**src/rtl/varredura_tabuleiro.sv**
```systemverilog
// varredura_tabuleiro: chess-board square scanner with press/release debounce.
//
// Drives one row at a time (one-hot, active-high), holding each row for DWELL cycles and
// sampling the column sense lines on the last cycle of the dwell. A frame is eight rows. A move
// is confirmed when exactly one square is seen in ESTAVEL consecutive frames. Then nothing is
// accepted until ESTAVEL consecutive empty frames confirm the release.
//
// Ports:
//   clock_i          system clock, rising edge
//   reset_ni         asynchronous active-low reset
//   habilita_i       1 = scanning enabled; 0 = return to idle next cycle
//   colunas_i[7:0]   column sense lines for the currently driven row
//   linhas_o[7:0]    one-hot row drive
//   jogadaFileira_o  confirmed row 1..8 (held until the next move)
//   jogadaColuna_o   confirmed column 1..8 (held until the next move)
//   temJogada_o      one-cycle pulse on a newly confirmed move
//   multiplo_o       last completed frame saw more than one active square
//   db_estado_o      current FSM state code

module varredura_tabuleiro #(
   parameter int unsigned DWELL   = 4,
   parameter int unsigned ESTAVEL = 3
) (
   input  logic       clock_i,
   input  logic       reset_ni,
   input  logic       habilita_i,
   input  logic [7:0] colunas_i,
   output logic [7:0] linhas_o,
   output logic [3:0] jogadaFileira_o,
   output logic [3:0] jogadaColuna_o,
   output logic       temJogada_o,
   output logic       multiplo_o,
   output logic [3:0] db_estado_o
);

   localparam int unsigned DwW  = (DWELL > 1) ? $clog2(DWELL) : 1;
   localparam int unsigned CntW = $clog2(ESTAVEL + 1);

   typedef enum logic [3:0] {
      StOcioso   = 4'd0,
      StArmado   = 4'd1,
      StConfirma = 4'd2,
      StEmite    = 4'd3,
      StSoltar   = 4'd4
   } estado_e;

   estado_e         estado_q;
   logic [2:0]      r_q;
   logic [DwW-1:0]  dwell_q;
   logic [1:0]      hits_q;
   logic [2:0]      hit_r_q, hit_c_q;
   logic [2:0]      cand_r_q, cand_c_q;
   logic [CntW-1:0] cont_q;
   logic [7:0]      linhas_q;
   logic [3:0]      fileira_q, coluna_q;
   logic            tem_q, mult_q;

   logic           amostra, fim_quadro, um_so;
   logic [1:0]     pc, hits_tot;
   logic [2:0]     col_idx, soma;
   logic [2:0]     r_d, hit_r_d, hit_c_d;
   logic [DwW-1:0] dwell_d;

   // Row sample: saturating popcount of the columns plus the index of the (single) hit.
   always_comb begin
      pc      = 2'd0;
      col_idx = 3'd0;
      for (int i = 0; i < 8; i++) begin
         if (colunas_i[i]) begin
            col_idx = 3'(i);
            if (pc != 2'd2) pc = pc + 2'd1;
         end
      end
   end

   always_comb begin
      amostra    = (dwell_q == DwW'(DWELL - 1));
      fim_quadro = amostra && (r_q == 3'd7);
      soma       = {1'b0, hits_q} + {1'b0, pc};
      hits_tot   = (soma >= 3'd2) ? 2'd2 : soma[1:0];
      // Only the first hit of a frame is kept; a later one makes the frame a multiple anyway.
      if (amostra && (hits_q == 2'd0) && (pc == 2'd1)) begin
         hit_r_d = r_q;
         hit_c_d = col_idx;
      end else begin
         hit_r_d = hit_r_q;
         hit_c_d = hit_c_q;
      end
      um_so = (hits_tot == 2'd1);
      if (amostra) begin
         dwell_d = '0;
         r_d     = r_q + 3'd1;
      end else begin
         dwell_d = dwell_q + DwW'(1);
         r_d     = r_q;
      end
   end

   always_ff @(posedge clock_i or negedge reset_ni) begin
      if (!reset_ni) begin
         estado_q  <= StOcioso;
         r_q       <= '0;
         dwell_q   <= '0;
         hits_q    <= '0;
         hit_r_q   <= '0;
         hit_c_q   <= '0;
         cand_r_q  <= '0;
         cand_c_q  <= '0;
         cont_q    <= '0;
         linhas_q  <= '0;
         fileira_q <= '0;
         coluna_q  <= '0;
         tem_q     <= 1'b0;
         mult_q    <= 1'b0;
      end else if (!habilita_i) begin
         // Coordinates and multiplo are kept; everything in flight is dropped.
         estado_q <= StOcioso;
         r_q      <= '0;
         dwell_q  <= '0;
         hits_q   <= '0;
         hit_r_q  <= '0;
         hit_c_q  <= '0;
         cont_q   <= '0;
         linhas_q <= '0;
         tem_q    <= 1'b0;
      end else begin
         tem_q <= 1'b0;
         if (estado_q == StOcioso) begin
            estado_q <= StArmado;
            r_q      <= '0;
            dwell_q  <= '0;
            hits_q   <= '0;
            linhas_q <= 8'h01;
         end else begin
            r_q      <= r_d;
            dwell_q  <= dwell_d;
            linhas_q <= 8'h01 << r_d;
            if (fim_quadro) begin
               hits_q <= '0;
               mult_q <= (hits_tot == 2'd2);
            end else if (amostra) begin
               hits_q  <= hits_tot;
               hit_r_q <= hit_r_d;
               hit_c_q <= hit_c_d;
            end
            unique case (estado_q)
               StArmado: begin
                  if (fim_quadro && um_so) begin
                     cand_r_q <= hit_r_d;
                     cand_c_q <= hit_c_d;
                     if (ESTAVEL <= 1) begin
                        estado_q  <= StEmite;
                        tem_q     <= 1'b1;
                        fileira_q <= 4'({1'b0, hit_r_d}) + 4'd1;
                        coluna_q  <= 4'({1'b0, hit_c_d}) + 4'd1;
                     end else begin
                        estado_q <= StConfirma;
                        cont_q   <= CntW'(1);
                     end
                  end
               end
               StConfirma: begin
                  if (fim_quadro) begin
                     if (um_so && (hit_r_d == cand_r_q) && (hit_c_d == cand_c_q)) begin
                        cont_q <= cont_q + CntW'(1);
                        if (cont_q == CntW'(ESTAVEL - 1)) begin
                           estado_q  <= StEmite;
                           tem_q     <= 1'b1;
                           fileira_q <= 4'({1'b0, cand_r_q}) + 4'd1;
                           coluna_q  <= 4'({1'b0, cand_c_q}) + 4'd1;
                        end
                     end else begin
                        estado_q <= StArmado;
                        cont_q   <= '0;
                     end
                  end
               end
               StEmite: begin
                  estado_q <= StSoltar;
                  cont_q   <= '0;
               end
               StSoltar: begin
                  if (fim_quadro) begin
                     if (hits_tot == 2'd0) begin
                        if (cont_q == CntW'(ESTAVEL - 1)) begin
                           estado_q <= StArmado;
                           cont_q   <= '0;
                        end else begin
                           cont_q <= cont_q + CntW'(1);
                        end
                     end else begin
                        cont_q <= '0;
                     end
                  end
               end
               default: estado_q <= StOcioso;
            endcase
         end
      end
   end

   assign linhas_o        = linhas_q;
   assign jogadaFileira_o = fileira_q;
   assign jogadaColuna_o  = coluna_q;
   assign temJogada_o     = tem_q;
   assign multiplo_o      = mult_q;
   assign db_estado_o     = estado_q;

endmodule
```
**config.mk**
```make
export PLATFORM = sky130hd
export DESIGN_NAME = varredura_tabuleiro
export DESIGN_NICKNAME = d
export VERILOG_FILES = /design/src/rtl/varredura_tabuleiro.sv
export SDC_FILE = /design/constraint.sdc
export NUM_CORES = 1
export LEC_CHECK = 0
export CAP_MARGIN = 10
export CORE_ASPECT_RATIO = 0.75
export CORE_MARGIN = 4
export CORE_UTILIZATION = 30
export DETAILED_ROUTE_END_ITERATION = 8
export DONT_BUFFER_PORTS = 1
export GPL_TIMING_DRIVEN = 0
export PLACE_DENSITY_LB_ADDON = 0.08
export SLEW_MARGIN = 40
export SYNTH_ARGS = -nofsm -noshare
export SYNTH_HDL_FRONTEND = slang
export SYNTH_SLANG_ARGS = --single-unit
```
**constraint.sdc**
```tcl
create_clock -name clock_i -period 3.4 [get_ports clock_i]
set_input_delay 0.51 -clock clock_i [delete_from_list [all_inputs] [get_ports clock_i]]
set_output_delay 0.51 -clock clock_i [all_outputs]
set_load 0.01 [all_outputs]
```
==> results of run 1 <==
cells by family (layout without fill, tap and decap cells):
family | after synthesis | in the layout | synth area share [%]
multiplexers | 30 | 30 | 12.1
flip-flops | 42 | 42 | 37.5
other | 1 | 1 | 0.134
AO/OA/AOI/OAI | 57 | 57 | 13.4
AND/OR/NAND/NOR | 111 | 111 | 19.5
XOR/XNOR | 17 | 17 | 5.31
buffers and inverters | 31 | 53 | 4.69
adder cells (fa/ha/maj) | 16 | 16 | 7.41
path summary, 6_finish.rpt:
| check | start | end | cells past startpoint |
|---|---|---|---|
| setup / recovery | colunas_i[0] | jogadaFileira_o[1] | 22 |
| hold / removal | reset_ni | jogadaColuna_o[0] | 1 |
| setup reg to reg | hits_q[0] | jogadaFileira_o[1] | 10 |
| hold reg to reg | dwell_q[0] | dwell_q[0] | 1 |
| max in group asynchronous | reset_ni | hit_r_q[0] | 1 |
| min in group clock_i | habilita_i | db_estado_o[0] | 2 |
report_power, final:
part	internal (W)	switching, W	total, W
clock network	0.000291	0.000197	0.000488
registers	0.000512	0.0000135	0.000526
logic	0.000150	0.000193	0.000343
timing repair:
item / in CTS / in global routing
setup endpoints to repair: 29 / 29
gates cloned: 1 / 0
setup buffers: 8 / 5
pin swaps: 14 / 14
gates resized for setup: 28 / 28
endpoints found under the hold margin: 42 / 0
hold buffers: 1 / 0
final cells by class:
class	instances	area [um^2]
Tap cell	128	160
Multi-Input combinational cell	232	1930
Sequential cell	42	1050
Buffer	11	56.3
Fill cell	912	5500
Clock inverter	2	12.5
Inverter	19	86.3
Timing Repair Buffer	15	148
Clock buffer	6	139
sequential cells by signal (all words and copies together) (netlist names), 2 cells and up:
register         count
cont_q               2
hit_r_q              3
jogadaFileira_o      4
dwell_q              2
r_q                  3
cand_c_q             3
jogadaColuna_o       4
hits_q               2
db_estado_o          3
hit_c_q              3
linhas_o             8
cand_r_q             3
routing by layer:
metal | share of wire (%) | vias up | wire length (um)
li1 | - | 1109 | -
met5 | 0 | - | 0
met1 | 53 | 1049 | 3560
met2 | 41 | 53 | 2760
met3 | 5.2 | 7 | 347
met4 | 0.79 | 0 | 53
worst max-delay path, stage by stage:
cell and delay, ns:
inv_12 0.02, ha_4 0.26, or4b_4 0.56, o221ai_4 0.10, a21oi_2 0.08, a22o_1 0.21
or2_4 0.25, ha_4 0.25, a21oi_4 0.13, ha_4 0.15, a21oi_4 0.06, o31ai_4 0.07
ha_2 0.22, inv_2 0.04, fa_2 0.57, nand3_4 0.09, nor3_4 0.17, nand4_1 0.16
or3_4 0.37, nor3_2 0.11, mux2_4 0.26, mux2_4 0.31
placed cells by master (no fill, tap or decap), types with 3 or more instances in the layout:
cell,count
clkbuf_16,5
nand2_2,3
mux2i_1,20
nand2_1,20
dfrtp_1,42
ha_1,10
buf_6,5
xor2_1,9
clkbuf_1,5
nor2_4,3
nor2_1,37
xnor2_1,6
buf_4,11
o21ai_0,4
nor3_1,9
a21oi_2,3
buf_2,3
mux2_4,8
ha_4,3
nor2b_1,3
o21ai_1,10
nor3b_1,3
nand3_4,3
a21oi_1,10
nand4_1,4
and3_1,3
inv_1,15
Yosys cell counts (2+ instances only):
library cell	n	area share (%)
nor2_1	41	5.5
nor4_1	2	0.45
and2_1	2	0.45
xor2_1	10	3.1
a21oi_1	15	2.7
mux2i_1	21	7.5
dfrtp_1	42	38
mux2_4	7	3.7
buf_1	2	0.27
nand3_1	4	0.71
o211ai_1	2	0.54
inv_1	19	2.5
or2_2	3	0.67
nor3_1	12	2.1
o22a_1	2	0.63
or3_1	2	0.45
mux2_2	2	0.80
ha_1	15	6.7
nand4_1	4	0.89
nand2_1	22	2.9
a32oi_1	2	0.63
o21a_1	3	0.80
nor2b_1	3	0.67
clkbuf_1	5	0.67
o221ai_1	2	0.63
o21ai_0	14	2.5
nand2b_1	3	0.67
o2111ai_1	2	0.63
buf_2	3	0.54
nor3b_1	3	0.80
xnor2_1	7	2.2
and3_1	3	0.67
a31oi_1	4	0.89
stage by stage:
step                      hold slack [ns]  instance area (um^2)  setup TNS [ns]  cells  worst slack [ns]
after global routing               0.0735                  3590          -29.94    455             -1.50
after detailed placement            0.216                  3060          -43.07    433             -2.14
final                              0.0637                  3590          -26.12    455             -1.40
after global placement              0.215                  3060          -44.07    433             -2.16
after floorplan                     0.214                  2900          -27.09    305             -1.55
after CTS                          0.0712                  3400          -26.74    450             -1.55
==> flow_summary.json, run 1 <==
{
  "synth_nets": 332,
  "use_met1_pct": 18.4,
  "critical_path_class": "in2reg",
  "clk_path_buf_depth": 2,
  "io_buffers": 0,
  "synth_ff_type": "dfrtp_1",
  "hold_class": "in2async",
  "cts-buffers-inserted": 5,
  "dp_hpwl_mm": 4.80,
  "grt_overflow": 0,
  "wl_per_cell_um": 14.8,
  "antenna_found_initial": 0,
  "cp.required_ns": 3.56,
  "tightest_slew_ns": 0.598,
  "final_util_pct": 39.5,
  "diodes": 0,
  "violations": "negative setup slack",
  "leakagePower_nw": 1.60,
  "layout_setup_ws_ns": -1.40,
  "crit_fanout": 8,
  "rows": 30,
  "drv_cap": 0,
  "drtIter0Drc": 109,
  "viasPerCell": 4.87,
  "drt-total-wl_mm": 6.72,
  "arrival_ns": 4.96,
  "drive_gt1_share_pct": 27.2,
  "hold_viol_final": 0,
  "finalMaxSlewViolations": 0,
  "dieArea_mm2": 0.0110,
  "grtUsageMet2_pct": 17.1,
  "yosysSeqAreaShare_pct": 37.5,
  "chipHeight_um": 91.7,
  "nets": 353,
  "cellPowerDensity_mw_per_mm2": 378,
  "busiest_layer": "met1",
  "endpoint_kind": "flop",
  "skew_ns": 0.00767,
  "start_util_pct": 30.9,
  "grt_pass1_wl_mm": 10.8,
  "syn_area_per_cell_um2": 9.19,
  "netlist_area_mm2": 0.00280,
  "remaining_drc_errors": 0,
  "min_period_ns": 4.80,
  "insertion_delay_ns": 0.28,
  "clkTransAtPathRegs_ns": 0.06,
  "status": "finished, violations left",
  "synth-seq-cells": 42,
  "die_w_um": 120,
  "ant_nets": 0,
  "gp_congestion": 0.751,
  "core_mm2": 0.00908,
  "grt.total_usage_pct": 12.2,
  "cts_max_level": 2,
  "postSynthCellCount": 305,
  "ys.warnings.count": 0,
  "vias": 2218,
  "io_pins": 33,
  "first_global_vias": 2126,
  "start_kind": "primary input",
  "maxSlewHeadroom_pct": 60.1,
  "syn_to_final_growth_pct": 27.9,
  "design_power_total_w": 0.00136,
  "ys_types": 55,
  "firstDrtPassIters": 4,
  "peakVddDrop_uv": 187,
  "cts_root_buf": "clkbuf_16",
  "tritoncts": "done",
  "async_flop_share_pct": 100,
  "fin_crit_sh_pct": 141,
  "max_freq_mhz": 209,
  "setup_viol": 29,
  "r2r_slack_ns": 0.62,
  "met3_usage_pct": 3.64,
  "grt_max_degree": 43,
  "rsz0062_at_grt": "true",
  "synth-edff-count": 0,
  "clock-sinks": 42
}
(Power assumes the default switching activity.)
==> inputs of run 2 (changes only) <==
- ABC_AREA: default -> 0
- CAP_MARGIN: 10 -> 20
- SKIP_LAST_GASP: default -> 1
==> flow_summary.json, run 2 (synthesis results as in run 1) <==
{
  "drv_cap": 0,
  "nFillCells": 913,
  "leakagePower_nw": 1.59,
  "status": "finished, violations left",
  "grt_max_degree": 43,
  "cts_root_buf": "clkbuf_16",
  "cellPowerDensity_mw_per_mm2": 379,
  "clock-sinks": 42,
  "cp.required_ns": 3.56,
  "vias": 2175,
  "firstDrtPassIters": 4,
  "setup_tns_ns": -25.92,
  "dp_hpwl_mm": 4.80,
  "io_pins": 33,
  "crit_chain": "inv_12, ha_4, or4b_4, o221ai_4, a21oi_2, a22o_1, or2_4, ha_4, a21oi_4, ha_4, a21oi_2, o31ai_4, ha_2, inv_2, fa_2, nand3_4, nor3_4, nand4_1, or3_4, nor3_2, mux2_4, mux2_4",
  "viasPerCell": 4.78,
  "syn_to_final_growth_pct": 26.9,
  "min_period_ns": 4.78,
  "dp.cells": 433,
  "finalNonFillerCells": 455,
  "antenna_found_initial": 0,
  "max_freq_mhz": 209,
  "core_mm2": 0.00908,
  "place_ws_ns": -2.14,
  "hold_viol_final": 0,
  "remaining_drc_errors": 0,
  "rows": 30,
  "drive_gt1_share_pct": 26.3,
  "drt-total-wl_mm": 6.71,
  "setup_viol": 29,
  "endpoint_kind": "flop",
  "tightest_slew_ns": 0.591,
  "slowest_delay_ns": 0.57,
  "insertion_delay_ns": 0.28,
  "first_global_vias": 2128,
  "mostFrequentLayoutCell": "dfrtp_1",
  "nets": 353,
  "clk_path_buf_depth": 2,
  "layout_common_cells": "42 x dfrtp_1, 37 x nor2_1, 21 x nand2_1",
  "start_util_pct": 30.9,
  "critPathBufInv": 2,
  "arrival_ns": 4.94,
  "rsz0062_at_grt": "true",
  "grt_pass1_wl_mm": 10.8,
  "ant_nets": 0,
  "wl_per_cell_um": 14.7,
  "largest_reg_flops": 8,
  "layout_setup_ws_ns": -1.38,
  "die_w_um": 120,
  "start_kind": "primary input",
  "io_buffers": 0,
  "grt.total_usage_pct": 12.2,
  "finalMaxSlewViolations": 0,
  "design_power_total_w": 0.00135,
  "gp_congestion": 0.751,
  "cp_slowest_cell": "fa_2",
  "skew_ns": 0.00795,
  "tritoncts": "done",
  "drtIter0Drc": 80,
  "chipHeight_um": 91.7,
  "peakVddDrop_uv": 188,
  "cts_max_level": 2,
  "grt_overflow": 0,
  "critical_path_class": "in2reg",
  "clkTransAtPathRegs_ns": 0.06,
  "dieArea_mm2": 0.0110,
  "cts-buffers-inserted": 5,
  "diodes": 0,
  "violations": "negative setup slack",
  "crit_fanout": 8,
  "path_common_cell": "ha_4",
  "fin_crit_sh_pct": 140,
  "maxSlewHeadroom_pct": 60.5,
  "hold_class": "in2async",
  "crit_family": "simple AND/OR/NAND/NOR gates"
}
## run 2: changes by cell type in the layout (fill, tap and decap cells not counted)
| cell | change |
|---|---|
| a21oi_4 | -1 |
| a31oi_4 | -1 |
| nand2_1 | +1 |
| o21ai_0 | +1 |
| a21oi_1 | +1 |
| o21ai_1 | -1 |
| nand2_2 | -1 |
| a31oi_1 | +1 |
## run 2: layout make-up
class / count / area (um^2) / share of cell area [%]
inverter: 19 / 86.3 / 2.43
tap: 128 / 160 / 4.50
timing repair buffer: 15 / 148 / 4.15
buffer: 11 / 56.3 / 1.58
clock buffer: 6 / 139 / 3.90
multi-input combinational: 232 / 1900 / 53.5
clock inverter: 2 / 12.5 / 0.352
sequential: 42 / 1050 / 29.5
## run 2: through the flow
stage | hold slack [ns] | cell area, um^2 | utilization (%)
final | 0.0624 | 3560 | 39.2
after global routing | 0.0735 | 3560 | 39.2
after CTS | 0.0712 | 3400 | 37.4
after detailed placement | 0.216 | 3060 | 33.7
after global placement | 0.215 | 3060 | 33.7
after floorplan | 0.214 | 2900 | -
## run 2: final timing paths
check	slack, ns	end	startpoint	depth (start not counted)
max in group asynchronous	3.12	hit_r_q[0]	reset_ni	1
min in group clock_i	0.40	db_estado_o[0]	habilita_i	2
max	-1.38	jogadaFileira_o[1]	colunas_i[0]	22
max reg2reg	0.65	jogadaFileira_o[1]	hits_q[0]	10
min	0.06	jogadaColuna_o[0]	reset_ni	1
min reg2reg	0.44	dwell_q[0]	dwell_q[0]	1
## run 2: what timing repair did
item | in CTS | in global routing
setup buffers | 8 | 5
cloned | 1 | 0
resized for setup | 27 | 24
pin swaps | 13 | 14
hold buffers | 1 | 0
endpoints found under the setup margin | 29 | 29
hold endpoints to repair | 42 | 0
## run 2: per-layer routing
metal  track usage, %  share of wire, %  vias up
li1                 -                 -     1108
met1             18.4                53     1017
met4             2.86              0.60        0
met3             3.64               4.9        4
met5                0                 0        -
met2             17.1                41       46
## run 2: power by group
part | switching, W | leakage [nW] | internal, W | total (W)
Sequential | 0.0000136 | 0.567 | 0.000512 | 0.000526
Combinational | 0.000188 | 0.955 | 0.000144 | 0.000333
Clock | 0.000198 | 0.0729 | 0.000291 | 0.000488
Total | 0.000400 | 1.59 | 0.000948 | 0.00135
==> inputs of run 3 (changes only) <==
- CORE_MARGIN: 4 -> default
==> flow_summary.json, run 3 (synthesis results as in run 1) <==
{
  "r2r-start": "hits_q[0]",
  "r2r_slack_ns": 0.63,
  "r2r-end": "jogadaFileira_o[2]",
  "critPathLaunch": "colunas_i[0]",
  "layout_common_cells": "42 x dfrtp_1, 37 x nor2_1, 21 x nand2_1, 21 x mux2i_1",
  "finalMaxSlewViolations": 0,
  "rsz0062_at_grt": "true",
  "first_global_vias": 2151,
  "power.switching_w": 0.000401,
  "cts_root_buf": "clkbuf_16",
  "status": "finished, violations left",
  "start_util_pct": 31.0,
  "cp.required_ns": 3.57,
  "grt_overflow": 0,
  "clk_path_buf_depth": 2,
  "gp_congestion": 0.749,
  "insertion_delay_ns": 0.29,
  "io_pins": 33,
  "p_sw_share_pct": 26.7,
  "placed_cell_area_mm2": 0.00306,
  "finalNonFillerCells": 460,
  "seq_power_share_pct": 35.0,
  "syn_to_final_growth_pct": 29.1,
  "dp.cells": 433,
  "pwr-share-comb_pct": 22.4,
  "antenna_found_initial": 0,
  "cts_max_level": 2,
  "diodes": 0,
  "core_mm2": 0.00905,
  "tightest_slew_ns": 0.608,
  "die_w_um": 114,
  "largest_reg_flops": 8,
  "crit_fanout": 8,
  "maxSlewHeadroom_pct": 59.4,
  "drive_gt1_share_pct": 26.2,
  "layout_setup_ws_ns": -1.38,
  "fin_crit_sh_pct": 141,
  "viasPerCell": 4.87,
  "min_period_ns": 4.78,
  "cellPowerDensity_mw_per_mm2": 415,
  "final_util_pct": 40.0,
  "mostFrequentLayoutCell": "dfrtp_1",
  "critical_path_class": "in2reg",
  "grt.total_usage_pct": 14.6,
  "wl_per_cell_um": 14.6,
  "peakVddDrop_uv": 222,
  "drt-total-wl_mm": 6.69,
  "tritoncts": "done",
  "pwr-share-clk_pct": 42.6,
  "arrival_ns": 4.95,
  "violations": "negative setup slack",
  "hold_viol_final": 0,
  "max_freq_mhz": 209,
  "grt_max_degree": 43,
  "chipHeight_um": 85.7,
  "vias": 2241,
  "ff2ff_path_depth": 10,
  "io_buffers": 0,
  "clkTransAtPathRegs_ns": 0.06,
  "cts-buffers-inserted": 5,
  "clock-sinks": 42,
  "drv_cap": 0,
  "grt_pass1_wl_mm": 11.0,
  "rows": 30,
  "firstDrtPassIters": 4,
  "dieArea_mm2": 0.00974,
  "start_kind": "primary input",
  "postLayoutCellArea_mm2": 0.00362,
  "ant_nets": 0,
  "design_power_total_w": 0.00150,
  "p_int_w": 0.00110,
  "setup_viol": 29,
  "remaining_drc_errors": 0,
  "nets": 358,
  "skew_ns": 0.00651,
  "endpoint_kind": "flop",
  "whs_ns": 0.0598,
  "leakagePower_nw": 1.65,
  "dp_hpwl_mm": 4.78,
  "drtIter0Drc": 71,
  "hold_class": "in2async"
}
## run 3: worst max-delay path by stage
stage	endpoint	cells past startpoint
after detailed placement	jogadaFileira_o[1]	23
after floorplan	jogadaColuna_o[1]	23
after global placement	jogadaFileira_o[1]	23
after global routing	jogadaFileira_o[1]	20
after CTS	jogadaFileira_o[1]	22
final	jogadaFileira_o[2]	22
## run 3: timing repair
action	in CTS	in global routing
hold buffers	1	0
cloned	1	0
setup buffers	9	9
endpoints found under the setup margin	29	29
endpoints found under the hold margin	42	0
pin swaps	14	13
gates resized for setup	28	20
## run 3: routing by layer
layer  share of wire (%)  vias up  global-route usage, %
met1                  51     1065                   20.6
li1                    -     1128                      -
met2                  43       44                   22.0
met4                0.69        0                   4.19
met3                 4.7        4                   3.89
met5                   0        -                      0
## run 3: power by group through the flow
| stage | Clock [W] | Sequential (W) | Combinational (W) |
|---|---|---|---|
| 2_1_floorplan | 0 | 0.000532 | 0.000194 |
| 3_3_place_gp | 0 | 0.000535 | 0.000243 |
| 3_5_place_dp | 0 | 0.000536 | 0.000243 |
| 4_1_cts | 0.000660 | 0.000526 | 0.000296 |
| 5_1_grt | 0.000673 | 0.000528 | 0.000374 |
| 6_report | 0.000639 | 0.000526 | 0.000336 |
## run 3: metrics by stage
step           setup slack, ns  setup TNS, ns
3_5_place_dp             -2.13         -43.10
4_1_cts                  -1.55         -26.90
2_1_floorplan            -1.55         -27.09
5_1_grt                  -1.54         -29.82
6_report                 -1.38         -25.28
3_3_place_gp             -2.17         -44.06
## run 3: layout make-up
cell class	instances	area [um^2]
inverters	19	86.3
well taps	128	160
clock inverters	2	60.1
multi-input cells	232	1880
fillers	905	5430
repair buffers	20	189
flip-flops and latches	42	1050
clock buffers	6	139
plain buffers	11	56.3
## run 3: worst max-delay path, stage by stage
cell,delay [ns]
inv_12,0.02
ha_4,0.24
buf_4,0.14
o21a_1,0.19
o22a_1,0.26
o311a_1,0.35
or2_4,0.28
ha_4,0.25
a21oi_4,0.14
ha_4,0.14
a21oi_2,0.06
o31ai_4,0.07
ha_2,0.22
inv_2,0.04
fa_2,0.57
nand3_4,0.08
nor3_4,0.17
nand4_1,0.15
or3_4,0.39
nor3_4,0.11
mux2_4,0.26
mux2_4,0.31
==> RTL change: new RTL, config.mk and constraints of run 1 <==
Change the parameter `DWELL` from 4 to 2.
--- a/src/rtl/varredura_tabuleiro.sv
+++ b/src/rtl/varredura_tabuleiro.sv
@@ -18,7 +18,7 @@
 //   db_estado_o      current FSM state code
 
 module varredura_tabuleiro #(
-   parameter int unsigned DWELL   = 4,
+   parameter int unsigned DWELL   = 2,
    parameter int unsigned ESTAVEL = 3
 ) (
    input  logic       clock_i,
Formal check against the unedited RTL: not equivalent (a bounded check fails within 4 cycles, from zero or initial values and one cycle with reset_ni low).
==> RTL change against run 1 <==
The run still ends with setup timing left. Critical path depth grew 2. Via count rose by 6.4%. Total power grew 6.0%. Final cell count grew 5.1%. Area after synthesis increased by 4.2%. Wire length increased by 12%. First-iteration DRC count fell by 4.6%. Sequential cell count is 1 lower. Setup slack worse by 120 ps. Cell area is 6.1% higher. Non-clock buffer count increased by 15. Largest cell class unchanged.
==> RTL change: results (changes against run 1) <==
Status
  • Outcome: finished, violations left
  • Failing checks: setup timing

Detailed routing
  • Vias post-DR: 2360 (+6.4%)
  • DRT iter0 DRCs: 104 (-4.6%)
  • First-pass DRT Iterations: 5 (+1)
  • Total Routed Length: 7520 um (+12%)

Timing
  • Setup violators final: 29 (unchanged)
  • Slew margin rel.: 0.623 (+0.0223)
  • Skew final: 4.67 ps (-3.01 ps)
  • Setup ws final: -1510 ps (-115 ps)
  • Setup_tns: -27910 ps (-1790 ps)

Layout
  • Fin nets: 375 (+6.2%)
  • Final Non-Filler Cells: 478 (+5.1%)
  • Antenna Cells: 0 (unchanged)
  • Area Growth Syn to Fin: 30.2%
  • Fraction of layout cells with a size suffix above 1: 0.274 (+0.00211)
  • Max reg flops: 8 (unchanged)

Worst setup path
  • CP Max Fanout: 8 (unchanged)
  • Delay-heaviest family, CP: simple AND/OR/NAND/NOR gates
  • CP max stage cell: fa_2
  • Max incr delay on CP: between 500 and 600 ps

Clocking
  • Clock Pin Slew Worst Setup and Hold Paths: 60 ps (about the same)
  • H-tree level count: 2 (unchanged)
  • Cts bufs inserted: 5 (unchanged)
  • Max clock buf depth: 2 (unchanged)
  • Worst-skew pair later-pin latency: 290 ps
  • Root buffer cell: clkbuf_16

Yosys
  • Cells after synthesis: 319 (+4.6%)
  • Syn Nets: 345 (+3.9%)
  • Sequential area share after synthesis: 0.351 (-0.0238)
  • Netlist cell types: 57 (+3.6%)
  • Ranking of synthesized cells by area: dfrtp_1 35%, mux2i_1 6.5%, ha_1 6.0%
  • Synth Warn #: 0 (unchanged)
  • Post-synth top cells: 41 x dfrtp_1, 32 x nor2_1, 21 x nand2_1
  • Most instantiated library cell after synthesis: dfrtp_1
  • Post-synth ARST share: 1.00 (unchanged)

Place
  • I/O Buffers: 0 (unchanged)
  • Placed wire-length estimate: 5230 um (+9.1%)
  • Placed instance area: 3230 sq um (+5.5%)
  • Placed Instances: 447 (+3.2%)
  • Gpl congestion: 0.848 (+13%)

Power and ir drop
  • P_leak: 1.65 nW (+3.2%)
  • Peak supply drop: 170 uV (-9.4%)

Global routing
  • Total GRT Usage: 0.140 (+0.0174)
  • Pin count of the biggest net entering global routing: 42 (-2.3%)
  • Initial antenna violation count: 0 (unchanged)
  • First-pass GRT wire length: 12400 um (+14%)

Worst hold path
  • Hold WC Path Type: input port to async pin
[RTL change: cell count changes after synthesis, moves of 4 or more]
cell	before	now
clkbuf_1	5	12
a21o_1	0	4
and3_1	3	8
nor2_1	41	32
xor2_1	10	5
nor2b_1	3	13
[RTL change: worst paths after layout]
kind / from / endpoint / slack [ps] / depth (start not counted)
worst max-delay path: colunas_i[0] / jogadaColuna_o[3] / -1510 / 24
worst min-delay path: reset_ni / jogadaColuna_o[1] / 60 / 1
worst max register to register: hits_q[0] / jogadaColuna_o[3] / 500 / 12
worst min register to register: jogadaColuna_o[0] / jogadaColuna_o[0] / 570 / 2
max in group asynchronous: reset_ni / linhas_o[0] / 3150 / 1
min in group clock_i: habilita_i / cont_q[1] / 490 / 2
[RTL change: cells by family (layout without fill, tap and decap cells)]
logic type	count (synthesis)	in the layout	synth area share
AO/OA/AOI/OAI	65	65	0.159
XOR/XNOR	11	11	0.0330
adder cells (fa/ha/maj)	16	16	0.0702
buffers and inverters	36	67	0.0557
flip-flops	41	41	0.351
multiplexers	27	27	0.105
other	1	1	0.00128
AND/OR/NAND/NOR	122	122	0.224
[RTL change: area by class of cell]
type	instances	area (sq um)
fillers	947	5470
multi-input cells	242	2030
flip-flops and latches	41	1030
repair buffers	24	220
well taps	128	160
clock buffers	7	143
plain buffers	17	97.6
inverters	18	95.1
clock inverters	1	30.0
[RTL change: where the power goes]
| group | switching (mW) | internal (mW) |
|---|---|---|
| clock | 0.202 | 0.367 |
| combinational | 0.192 | 0.174 |
| sequential | 0.00790 | 0.495 |
| total | 0.403 | 1.04 |
[RTL change: worst reg2reg max path, delay by kind of cell, from the launching register on]
| kind | cells | cell delay, ps |
|---|---|---|
| buffers and inverters | 2 | 210 |
| flip-flops | 1 | 400 |
| adder cells (fa/ha/maj) | 2 | 790 |
| AO/OA/AOI/OAI | 1 | 260 |
| multiplexers | 2 | 480 |
| AND/OR/NAND/NOR | 5 | 640 |
[RTL change: timing repair]
| item | 4_1_cts | 5_1_grt |
|---|---|---|
| endpoints found under the hold margin | 41 | 0 |
| gates cloned | 1 | 0 |
| setup endpoints to repair | 29 | 29 |
| setup buffers | 25 | 9 |
| hold buffers | 1 | 0 |
| gates resized for setup | 32 | 17 |
| pin swaps | 23 | 14 |
[RTL change: routing by layer]
layer  wire length, um  track usage
met3               301       0.0363
met1              3900        0.195
met4               102       0.0476
met5                 0            0
met2              3210        0.210
[RTL change: per-stage QoR]
| stage | worst slack (ps) | total power, mW |
|---|---|---|
| 3_3_place_gp | -2370 | 0.757 |
| 3_5_place_dp | -2320 | 0.757 |
| 5_1_grt | -1760 | 1.50 |
| 2_1_floorplan | -1720 | 0.713 |
| 6_report | -1510 | 1.44 |
| 4_1_cts | -1470 | 1.41 |
